<file path="config.mk">
export PLATFORM = sky130hd
export DESIGN_NAME = leaf_uplink_arbiter
export DESIGN_NICKNAME = d
export VERILOG_FILES = /design/src/rtl/hub_pkg.sv /design/src/rtl/rr_pick.sv /design/src/rtl/leaf_uplink_arbiter.sv
export SDC_FILE = /design/constraint.sdc
export NUM_CORES = 1
export LEC_CHECK = 0
export BUFFER_PORTS_ARGS = -buffer_cell sky130_fd_sc_hd__buf_4
export CORE_AREA = 2 2 142 144
export DETAILED_ROUTE_END_ITERATION = 6
export DIE_AREA = 0 0 144 146
export PLACE_DENSITY = 0.69
export SLEW_MARGIN = 20
export SYNTH_ARGS = -nofsm -noshare
export SYNTH_HDL_FRONTEND = slang
export SYNTH_SLANG_ARGS = --single-unit
</file>
<file path="constraint.sdc">
create_clock -name clk -period 3.2 [get_ports clk]
set_clock_uncertainty 0.05 [all_clocks]
set_input_delay 0.32 -clock clk [delete_from_list [all_inputs] [get_ports clk]]
set_output_delay 0.32 -clock clk [all_outputs]
set_load 0.1 [all_outputs]
</file>
<file path="src/rtl/hub_pkg.sv">
// hub_pkg: shared types and helpers for the root hub blocks.
//   arb_state_t : upstream arbiter state (IDLE, GRANT)
//   src_w()     : width of a leaf index for a given leaf count (min 1)
package hub_pkg;

  typedef enum logic {
    IDLE  = 1'b0,
    GRANT = 1'b1
  } arb_state_t;

  function automatic int src_w(input int n);
    return (n > 1) ? $clog2(n) : 1;
  endfunction

endpackage

</file>
<file path="src/rtl/rr_pick.sv">
// rr_pick: combinational round-robin search.
//   req   : request vector, one bit per requester
//   ptr   : index where the search starts (wraps modulo N)
//   found : at least one request is set
//   idx   : first set request at or above ptr, wrapping
module rr_pick #(
  parameter int N     = 4,
  parameter int IDX_W = 2
) (
  input  logic [N-1:0]     req,
  input  logic [IDX_W-1:0] ptr,
  output logic             found,
  output logic [IDX_W-1:0] idx
);

  always_comb begin
    found = 1'b0;
    idx   = '0;
    for (int k = 0; k < N; k++) begin
      int c;
      c = int'(ptr) + k;
      if (c >= N) c = c - N;
      if (!found && req[c]) begin
        found = 1'b1;
        idx   = IDX_W'(c);
      end
    end
  end

endmodule

</file>
<file path="src/rtl/leaf_uplink_arbiter.sv">
// leaf_uplink_arbiter: merges per-leaf upstream message streams into the
// root hub's single upstream channel with burst-limited round-robin.
//   clk, reset (async, active low)
//   in_data/in_valid/in_ready : per-leaf streams, leaf i at [WIDTH*i +: WIDTH]
//   out_data/out_src/out_valid/out_ready : registered output slot + leaf tag
//   msg_count : words forwarded, saturating
module leaf_uplink_arbiter
  import hub_pkg::*;
#(
  parameter int  NUM_LEAVES = 4,
  parameter int  WIDTH      = 64,
  parameter int  MAX_BURST  = 4,
  localparam int SRC_W      = src_w(NUM_LEAVES)
) (
  input  logic                        clk,
  input  logic                        reset,
  input  logic [WIDTH*NUM_LEAVES-1:0] in_data,
  input  logic [NUM_LEAVES-1:0]       in_valid,
  output logic [NUM_LEAVES-1:0]       in_ready,
  output logic [WIDTH-1:0]            out_data,
  output logic [SRC_W-1:0]            out_src,
  output logic                        out_valid,
  input  logic                        out_ready,
  output logic [31:0]                 msg_count
);

  localparam int BW = $clog2(MAX_BURST + 1);
  typedef logic [SRC_W-1:0] leaf_idx_t;

  arb_state_t     state_q, state_d;
  leaf_idx_t      g_q, g_d;
  leaf_idx_t      rr_ptr_q, rr_ptr_d;
  logic [BW-1:0]  burst_cnt_q, burst_cnt_d;
  logic           out_valid_q, out_valid_d;
  logic [WIDTH-1:0] out_data_q, out_data_d;
  leaf_idx_t      out_src_q, out_src_d;
  logic [31:0]    msg_count_q, msg_count_d;

  logic           pick_found;
  leaf_idx_t      pick_idx;
  logic           slot_free;
  logic           accept;
  logic           burst_done;
  leaf_idx_t      g_inc;

  rr_pick #(.N(NUM_LEAVES), .IDX_W(SRC_W)) u_pick (
    .req   (in_valid),
    .ptr   (rr_ptr_q),
    .found (pick_found),
    .idx   (pick_idx)
  );

  // Slot can take a word if empty or being drained this same cycle.
  assign slot_free  = !out_valid_q || out_ready;
  assign accept     = (state_q == GRANT) && in_valid[g_q] && slot_free;
  assign burst_done = (burst_cnt_q + BW'(1)) == BW'(MAX_BURST);
  assign g_inc      = (g_q == leaf_idx_t'(NUM_LEAVES - 1)) ? '0 : g_q + 1'b1;

  always_comb begin
    in_ready = '0;
    if (accept) in_ready[g_q] = 1'b1;
  end

  always_comb begin
    state_d     = state_q;
    g_d         = g_q;
    rr_ptr_d    = rr_ptr_q;
    burst_cnt_d = burst_cnt_q;
    out_valid_d = out_valid_q;
    out_data_d  = out_data_q;
    out_src_d   = out_src_q;
    msg_count_d = msg_count_q;

    if (accept) begin
      out_data_d  = in_data[WIDTH*g_q +: WIDTH];
      out_src_d   = g_q;
      out_valid_d = 1'b1;
      burst_cnt_d = burst_cnt_q + BW'(1);
    end else if (slot_free) begin
      out_valid_d = 1'b0;
    end

    case (state_q)
      IDLE: begin
        if (pick_found) begin
          state_d     = GRANT;
          g_d         = pick_idx;
          burst_cnt_d = '0;
        end
      end
      GRANT: begin
        // Backpressure alone never ends a grant: both exits need a free slot.
        if ((accept && burst_done) || (slot_free && !in_valid[g_q])) begin
          state_d  = IDLE;
          rr_ptr_d = g_inc;
        end
      end
      default: state_d = IDLE;
    endcase

    if (out_valid_q && out_ready && (msg_count_q != 32'hFFFF_FFFF))
      msg_count_d = msg_count_q + 32'd1;
  end

  always_ff @(posedge clk or negedge reset) begin
    if (!reset) begin
      state_q     <= IDLE;
      g_q         <= '0;
      rr_ptr_q    <= '0;
      burst_cnt_q <= '0;
      out_valid_q <= 1'b0;
      out_data_q  <= '0;
      out_src_q   <= '0;
      msg_count_q <= '0;
    end else begin
      state_q     <= state_d;
      g_q         <= g_d;
      rr_ptr_q    <= rr_ptr_d;
      burst_cnt_q <= burst_cnt_d;
      out_valid_q <= out_valid_d;
      out_data_q  <= out_data_d;
      out_src_q   <= out_src_d;
      msg_count_q <= msg_count_d;
    end
  end

  assign out_valid = out_valid_q;
  assign out_data  = out_data_q;
  assign out_src   = out_src_q;
  assign msg_count = msg_count_q;

endmodule

</file>
==> metrics.yaml, run 1 <==
grt_max_degree: 69
timing.final.crit_share_pct: 85.3
drtIter0Drc: 241
htreeDepth: 3
synthTopCellsByArea: "dfrtp_1 44%, mux4_2 24%, nand2_1 13%"
maxSlewViolCount: 0
wl_per_cell_um: 17.6
hold_viol_final: 0
final_util_pct: 48.8
worstSetupStartpointType: "flop"
synth_cell_types: 36
worst_ep_arrival_time_ns: 2.36
rsz0062_at_grt: "false"
grt-ovfl-total: 0
core_area_mm2: 0.0193
crit_fanout: 31
yosys.cell_count.top_type: "nand2_1"
tightest_slew_ns: 0.919
die_area_mm2: 0.0210
synth.avg_cell_area_um2: 10.9
drc: 0
antenna_found_initial: 3
cp-startpoint: "g_q[0]"
yosysTopAreaCellShare_pct: 44.0
cp-end-kind: "output pin"
hp-class: "input port to asynchronous set/reset pin"
synth_edf_count: 0
synth_top_flop_cell: "dfrtp_1"
cp.required_ns: 2.83
powerDensity_mw_per_mm2: 1090
synth_top_area_cell: "dfrtp_1"
die_x_um: 144
dp.final_hpwl_um: 16500
grt_pass1_vias: 5936
period_needed_ns: 2.73
dr_total_vias: 5715
cts_resized: 0
areaGrowthSynthToFinish_pct: 54.9
yosysSeqAreaShare_pct: 44.0
r2r_start: "g_q[0]"
timing.slew.headroom_pct: 38.7
nets: 1177
clock.fmax_mhz: 366
worst_path_largest_cell_delay_ns: 0.60
cp_num_buf_inv: 1
rows: 51
path_clk_slew_ns: 0.08
cts_buffers: 9
grt_usage_pct: 20.0
cp_top_family: "simple AND/OR/NAND/NOR gates"
die_h_um: 146
cts_tree: "built"
netlist_area_mm2: 0.00609
r2r_end: "out_data[38]"
viasPerCell: 4.84
clk_latency_ns: 0.34
async_reset_ff_share_pct: 100
cts.sinks: 107
synth_common_cells: "215 x nand2_1, 107 x dfrtp_1, 65 x mux4_2, 27 x xnor2_1, 20 x clkbuf_1"
ys_warn_count: 0
io-pin-count: 366
status: "completed"
crit_chain: "mux4_2 > and3_2 > and2_1 > buf_4"
worstSetupPathType: "flop to output pin"
setup_tns_ns: 0
slowest_stage: "and3_2"
drtAntennaViolNets: 0
synthCells: 557
clk_path_buf_depth: 2
drive_above_1_share_pct: 50.5
setup_viol: 0
gp_congestion: 0.856
dr.pass1.iters: 6
r2r_cells: 5
cts_hold_buf: 0
postCtsSetupBuffers: 0
wirelength_um: 20800
max-cap-violations: 0
ff2ff_setup_slack_ns: 0.85
p_leak_nw: 4.67
grt_pass1_wl_um: 32400
io_buffers: 365
ir_worst_vdd_v: 0.000428
syn-num-nets: 827
cts_root_buffer: "clkbuf_16"
start_util_pct: 31.5
ys_ff_latch: 107
cells by family after synthesis:
logic type / Yosys count / synth area share (%)
compound gates: 22 / 2.61
xor+xnor: 33 / 4.75
fa+ha+maj: 7 / 1.44
buf+inv: 37 / 2.51
flops: 107 / 44.0
mux: 68 / 24.6
simple gates: 283 / 20.2
worst max-delay path by stage:
stage	depth (start not counted)	end	slack, ns
after detailed placement	4	in_ready[3]	0.81
final	4	in_ready[3]	0.47
after global placement	4	in_ready[0]	0.83
after global routing	4	in_ready[2]	0.31
after CTS	4	in_ready[3]	0.42
after floorplan	5	in_ready[0]	0.55
layer usage:
metal | part of all wire (%) | global-route usage [%]
met5 | 0 | 0
met4 | 4.3 | 10.0
met3 | 5.4 | 3.65
met1 | 38 | 24.2
met2 | 52 | 33.9
flip-flops by register name, indices dropped and copies added (netlist names):
signal       count
burst_cnt_q      3
g_q              2
msg_count       32
out_data        64
out_src          2
out_valid        1
rr_ptr_q         2
state_q          1
layout make-up:
class / count / area (um2)
clock inverters: 6 / 70.1
multi-input cells: 413 / 3270
inverters: 6 / 22.5
well taps: 265 / 332
diodes: 3 / 7.51
clock buffers: 10 / 229
fillers: 1858 / 9900
repair buffers: 370 / 2820
flip-flops and latches: 107 / 2680
per-stage QoR:
stage	instance area, um2	setup slack (ns)	cells	power, mW	hold WS (ns)
after floorplan	6090	0.548	557	7.48	-0.0256
after global placement	9130	0.834	1161	9.14	0.410
after detailed placement	9130	0.814	1161	9.18	0.413
after CTS	9420	0.420	1177	10.3	0.0595
after global routing	9430	0.314	1180	10.8	0.0813
final	9430	0.471	1180	10.2	0.0157
cell usage in the layout (no fill, tap or decap), types with 2 or more instances in the layout:
master,Yosys,final
nor2_1,10,10
and4_1,4,4
xor2_1,6,6
and3_1,7,6
and2_1,6,6
buf_12,0,3
dfrtp_1,107,105
a31oi_1,2,2
clkbuf_16,0,9
xnor2_1,27,27
mux4_2,65,65
inv_6,0,3
nand3_1,16,15
ha_1,7,7
inv_1,6,6
a21oi_1,7,7
nand4_1,16,16
diode_2,0,3
nor4_1,2,2
nand2_1,215,215
nand2b_1,2,2
o21ai_0,5,5
buf_4,0,367
power breakdown:
group	leakage, nW	switching (mW)	internal, mW
Sequential	1.36	0.335	1.87
Combinational	3.16	5.01	1.89
Clock	0.148	0.521	0.617
Total	4.67	5.87	4.37
Power figures use the tool's default switching activity.
==> run 2, diff against run 1 <==
ABC_AREA = 1   (was not set)
CORE_AREA = 2 2 141 143   (was 2 2 142 144)
DIE_AREA = 0 0 143 145   (was 0 0 144 146)
PLACE_DENSITY = 0.75   (was 0.69)
==> run 2 against run 1 <==
Non-clock buffer count grew 7; cell area grew 8.7%; fmax is 6.5% lower; worst setup slack lost 0.19 ns; first-iteration DRC count grew to 2.6 times the previous value; critical path depth grew 2; die area fell by 1.4%; sequential share of layout area is 2.3 points lower; clock power up 6%; largest power group unchanged; clock-buffer cell count is 1 higher; final cell count up 41%; synthesized cell count up 92%.
==> metrics.yaml, run 2 <==
crit_path_frequent_cell: "buf_4"
fill_cells: 1893
drtIter0Drc: 630
synthCells: 1071
rsz0062_at_grt: "false"
dp.cells: 1649
wl_per_cell_um: 17.0
async_reset_ff_share_pct: 100
antenna_found_initial: 2
die_area_mm2: 0.0207
viasPerCell: 5.10
mostFrequentLayoutCell: "buf_4"
core_area_mm2: 0.0192
grt_max_degree: 103
yosysTopAreaCellShare_pct: 38.0
final_util_pct: 53.4
io-pin-count: 366
nets: 1666
yosysSeqAreaShare_pct: 38.0
worst_path_largest_cell_delay_ns: 0.67
yosys.cell_count.top_type: "nand2_1"
ys_warn_count: 0
period_needed_ns: 2.92
max-cap-violations: 0
synth_top_area_cell: "dfrtp_1"
pre_cts_slack_ns: 0.663
start_util_pct: 36.7
grt_usage_pct: 26.5
ys_ff_latch: 107
worst_slack_ns: 0.281
path_clk_slew_ns: 0.07
clk_path_buf_depth: 2
areaGrowthSynthToFinish_pct: 45.5
cp-end-kind: "output pin"
cp.required_ns: 2.83
grt-ovfl-total: 0
wl_met2_um: 13400
hp-class: "input port to flop"
worstSetupStartpointType: "flop"
netlist_area_mm2: 0.00705
io_buffers: 365
crit_chain: "clkinv_2 > buf_4 > ha_1 > inv_1 > nor2_1 > buf_4"
r2r_end: "out_data[44]"
wirelength_um: 28400
cts.sinks: 107
postCtsSetupBuffers: 0
synth_common_cells: "275 x nand2_1, 266 x nor2_1, 141 x o21ai_0, 107 x dfrtp_1, 47 x inv_1"
maxSlewViolCount: 0
hold_end: "out_data[18]"
status: "completed"
final_area_mm2: 0.0103
dr_total_vias: 8499
largest_reg_flops: 64
setup_viol: 0
powerDensity_mw_per_mm2: 1130
final_cells: 1665
dp.final_hpwl_um: 21800
p_leak_nw: 5.07
clock.fmax_mhz: 343
r2r_cells: 8
rows: 51
slowest_stage: "buf_4"
grt_pass1_wl_um: 42900
ff2ff_setup_slack_ns: 0.84
worst_ep_arrival_time_ns: 2.55
placed_cell_area_mm2: 0.00993
final_cell_mix: "373 x buf_4, 275 x nand2_1, 266 x nor2_1"
power_mw: 11.6
drive_above_1_share_pct: 29.7
timing.slew.headroom_pct: 37.3
grt_pass1_vias: 7782
hold_slack_ns: 0.249
synth_top_flop_cell: "dfrtp_1"
drtAntennaViolNets: 0
synth_edf_count: 0
hold_start: "in_data[210]"
whs_path_depth: 3
synthTopCellsByArea: "dfrtp_1 38%, nand2_1 15%, nor2_1 14%"
synth.avg_cell_area_um2: 6.58
worstSetupPathType: "flop to output pin"
gp_congestion: 0.950
dr.pass1.iters: 7
cts_tree: "built"
synth_cell_types: 31
wl_met1_um: 11500
r2r_start: "g_q[0]"
cp_num_buf_inv: 4
syn-num-nets: 1341
hold_viol_final: 0
cts_root_buffer: "clkbuf_16"
crit_fanout: 101
cts_buffers: 9
die_x_um: 143
tightest_slew_ns: 0.940
ir_worst_vdd_v: 0.00111
setup_tns_ns: 0
htreeDepth: 3
routed-wl-met3_um: 2490
clk_latency_ns: 0.35
maxUsedRoutingLayer: "met5"
cp_top_family: "buffers and inverters"
cts_resized: 0
die_h_um: 145
timing.final.crit_share_pct: 91.2
cts_hold_buf: 1
drc: 0
==> run 2: cell types whose count changed in the layout (fill, tap and decap cells not counted), sizes merged, moves of 12 or more <==
cell / before / now
a31oi: 4 / 32
inv: 9 / 50
mux4: 65 / 0
nand2: 215 / 282
nand3: 16 / 29
nand4: 17 / 5
nor2: 10 / 272
o21ai: 5 / 152
o22ai: 0 / 32
xnor2: 27 / 8
==> run 2: cells by family (layout without fill, tap and decap cells) <==
group,count (synthesis),count (layout),share of synthesized area [%]
simple gates,607,607,34.8
compound gates,221,221,17.0
xor+xnor,14,14,1.74
flops,107,107,38.0
buf+inv,115,443,7.23
other cells,0,1,0
fa+ha+maj,7,7,1.24
==> run 2: worst max path at each step <==
stage	endpoint	slack, ns	cells past startpoint	start
2_1_floorplan	in_ready[0]	0.12	4	out_valid
3_3_place_gp	in_ready[2]	0.66	6	g_q[0]
3_5_place_dp	in_ready[0]	0.66	6	g_q[0]
4_1_cts	in_ready[0]	0.27	6	g_q[0]
5_1_grt	in_ready[0]	0.11	6	g_q[0]
6_report	in_ready[0]	0.28	6	g_q[0]
==> run 2: cell type report <==
class / count / area (um2) / area share [%]
flip-flops and latches: 107 / 2680 / 26.2
repair buffers: 377 / 2870 / 28.0
multi-input cells: 849 / 3860 / 37.6
clock buffers: 11 / 243 / 2.37
diodes: 1 / 2.50 / 0.0244
clock inverters: 3 / 65.1 / 0.635
inverters: 52 / 198 / 1.93
well taps: 265 / 332 / 3.23
==> run 2: worst register-to-register path, delay by kind of cell (launching register included) <==
kind | cells | cell delay (ns)
DFF | 1 | 0.69
AOI/OAI and AO/OA | 1 | 0.05
and+or+nand+nor | 4 | 0.57
buffers and inverters | 3 | 0.87
==> run 2: power breakdown <==
part / internal, mW / switching (mW) / total (mW)
sequential: 1.89 / 0.476 / 2.36
combinational: 1.88 / 6.12 / 8.00
clock: 0.699 / 0.506 / 1.21
==> run 2: layer usage <==
metal,track usage [%],up-vias
li1,-,4123
met1,34.8,3888
met2,42.9,422
met3,5.25,64
met4,10.4,2
met5,0,-
==> run 3, diff against run 2 <==
MAX_ROUTING_LAYER = met4   (was not set)
==> run 3 against run 2 <==
Clock power fell by 9%; critical path depth unchanged; sequential share of layout area grew 0.11 points; worst setup slack better by 0.24 ns; highest routed layer is now met4; sequential cell count did not move; fmax is 8.8% higher; first-iteration DRC count up 8.7%; die area unchanged; via count decreased by 2.4%; critical path type unchanged; combinational power barely moved; non-clock buffer count down 1; the run now ends with negative hold slack left; hold slack got worse by 0.28 ns.
==> metrics.yaml, run 3 (synthesized netlist as in run 2, its figures left out) <==
grt-ovfl-total: 0
worst_path_largest_cell_delay_ns: 0.66
seq_power_share_pct: 20.2
hp-class: "input port to asynchronous set/reset pin"
hold_viol_final: 18
cts_hold_buf: 0
crit_path_frequent_cell: "buf_4"
largest_reg_flops: 64
p_leak_nw: 5.05
grt_util_met1_pct: 35.3
cp-end-kind: "output pin"
path_clk_slew_ns: 0.07
worstSetupStartpointType: "flop"
grt_pass1_vias: 7514
period_needed_ns: 2.68
setup_viol: 0
dr.pass1.iters: 6
p_sw_mw: 7.08
io_buffers: 365
wirelength_um: 28000
clk_latency_ns: 0.36
crit_fanout: 99
use_met3_pct: 5.74
grt.met2_usage_pct: 42.3
drc: 0
cts_tree: "built"
postCtsSetupBuffers: 0
tightest_slew_ns: 0.892
drive_above_1_share_pct: 29.7
status: "finished, violations left"
slowest_stage: "buf_4"
worstSetupPathType: "flop to output pin"
dr_total_vias: 8293
die_area_mm2: 0.0207
viasPerCell: 4.97
timing.slew.headroom_pct: 40.5
setup_tns_ns: 0
max-cap-violations: 0
crit_chain: "clkinv_2 > buf_4 > ha_1 > inv_1 > nor2_1 > buf_4"
grt_max_degree: 100
worst_slack_ns: 0.517
swShare_pct: 62.0
io-pin-count: 366
fill_cells: 1891
clock.fmax_mhz: 373
combPwrFrac_pct: 70.2
die_h_um: 145
start_util_pct: 36.7
rsz0062_at_grt: "false"
cp.required_ns: 2.83
antenna_found_initial: 2
grt_pass1_wl_um: 41900
hold_slack_ns: -0.0263
grt_most_used_layer: "met2"
cts_buffers: 9
clkPwrFrac_pct: 9.6
worst_ep_arrival_time_ns: 2.31
htreeDepth: 3
clk_path_buf_depth: 2
nets: 1665
areaGrowthSynthToFinish_pct: 44.9
final_cell_mix: "374 x buf_4, 275 x nand2_1, 266 x nor2_1"
cts_root_buffer: "clkbuf_16"
cts.sinks: 107
power.internal_mw: 4.34
ir_worst_vdd_v: 0.00114
mostFrequentLayoutCell: "buf_4"
gp_congestion: 0.956
cts_resized: 0
core_area_mm2: 0.0192
wl_per_cell_um: 16.8
violations: "negative hold slack"
pre_cts_slack_ns: 0.873
drtIter0Drc: 685
timing.final.crit_share_pct: 83.8
die_x_um: 143
drtAntennaViolNets: 0
rows: 51
dp.final_hpwl_um: 21500
grt_usage_pct: 27.0
powerDensity_mw_per_mm2: 1120
maxSlewViolCount: 0
run 3: path summary, 6_finish.rpt:
check                                 to  depth (start not counted)    startpoint  slack [ns]
max                          in_ready[2]                          6        g_q[0]        0.52
min in group clk            out_data[44]                          3  in_data[236]        0.24
min reg2reg                  out_data[1]                          2   out_data[1]        0.44
min                        msg_count[19]                          1         reset       -0.03
max in group asynchronous         g_q[0]                          2         reset        2.35
max reg2reg                 out_data[12]                          4        g_q[0]        1.12
run 3: stage by stage:
| step | hold slack, ns | util [%] | cell area, um2 | instances | total power [mW] |
|---|---|---|---|---|---|
| finish | -0.0263 | 53.2 | 10200 | 1668 | 11.4 |
| global route | 0.0384 | 53.1 | 10200 | 1667 | 12.1 |
| CTS | 0.0167 | 53.1 | 10200 | 1665 | 11.4 |
| detailed placement | 0.401 | 51.6 | 9920 | 1649 | 10.3 |
| global placement | 0.403 | 51.6 | 9920 | 1649 | 10.3 |
| floorplan | -0.0256 | - | 7050 | 1071 | 8.34 |
run 3: cell type report:
| class | count | area, um2 | share of cell area [%] |
|---|---|---|---|
| Sequential cell | 107 | 2680 | 26.3 |
| Inverter | 52 | 198 | 1.94 |
| Multi-Input combinational cell | 849 | 3860 | 37.8 |
| Clock inverter | 2 | 10.0 | 0.0980 |
| Timing Repair Buffer | 376 | 2850 | 27.9 |
| Clock buffer | 14 | 274 | 2.68 |
| Tap cell | 265 | 332 | 3.25 |
| Antenna cell | 3 | 7.51 | 0.0735 |
run 3: critical path, delay by kind of cell, from the launching register on:
family | cells | cell delay (ns)
adder cells (fa/ha/maj) | 1 | 0.26
buffers and inverters | 4 | 1.07
flip-flops | 1 | 0.50
AND/OR/NAND/NOR | 1 | 0.09
run 3: routing by layer:
layer,up-vias,wire [um],part of all wire [%]
met3,34,2160,7.7
met5,-,0,0
met2,363,13400,48
met4,0,608,2.2
li1,4135,-,-
met1,3761,11800,42
run 3: power by group through the flow:
stage / sequential, mW / clock [mW] / combinational [mW]
2_1_floorplan: 5.46 / 0 / 2.88
3_3_place_gp: 2.31 / 0 / 7.95
3_5_place_dp: 2.31 / 0 / 8.02
4_1_cts: 2.30 / 1.13 / 8.02
5_1_grt: 2.35 / 1.19 / 8.51
6_report: 2.30 / 1.10 / 8.03
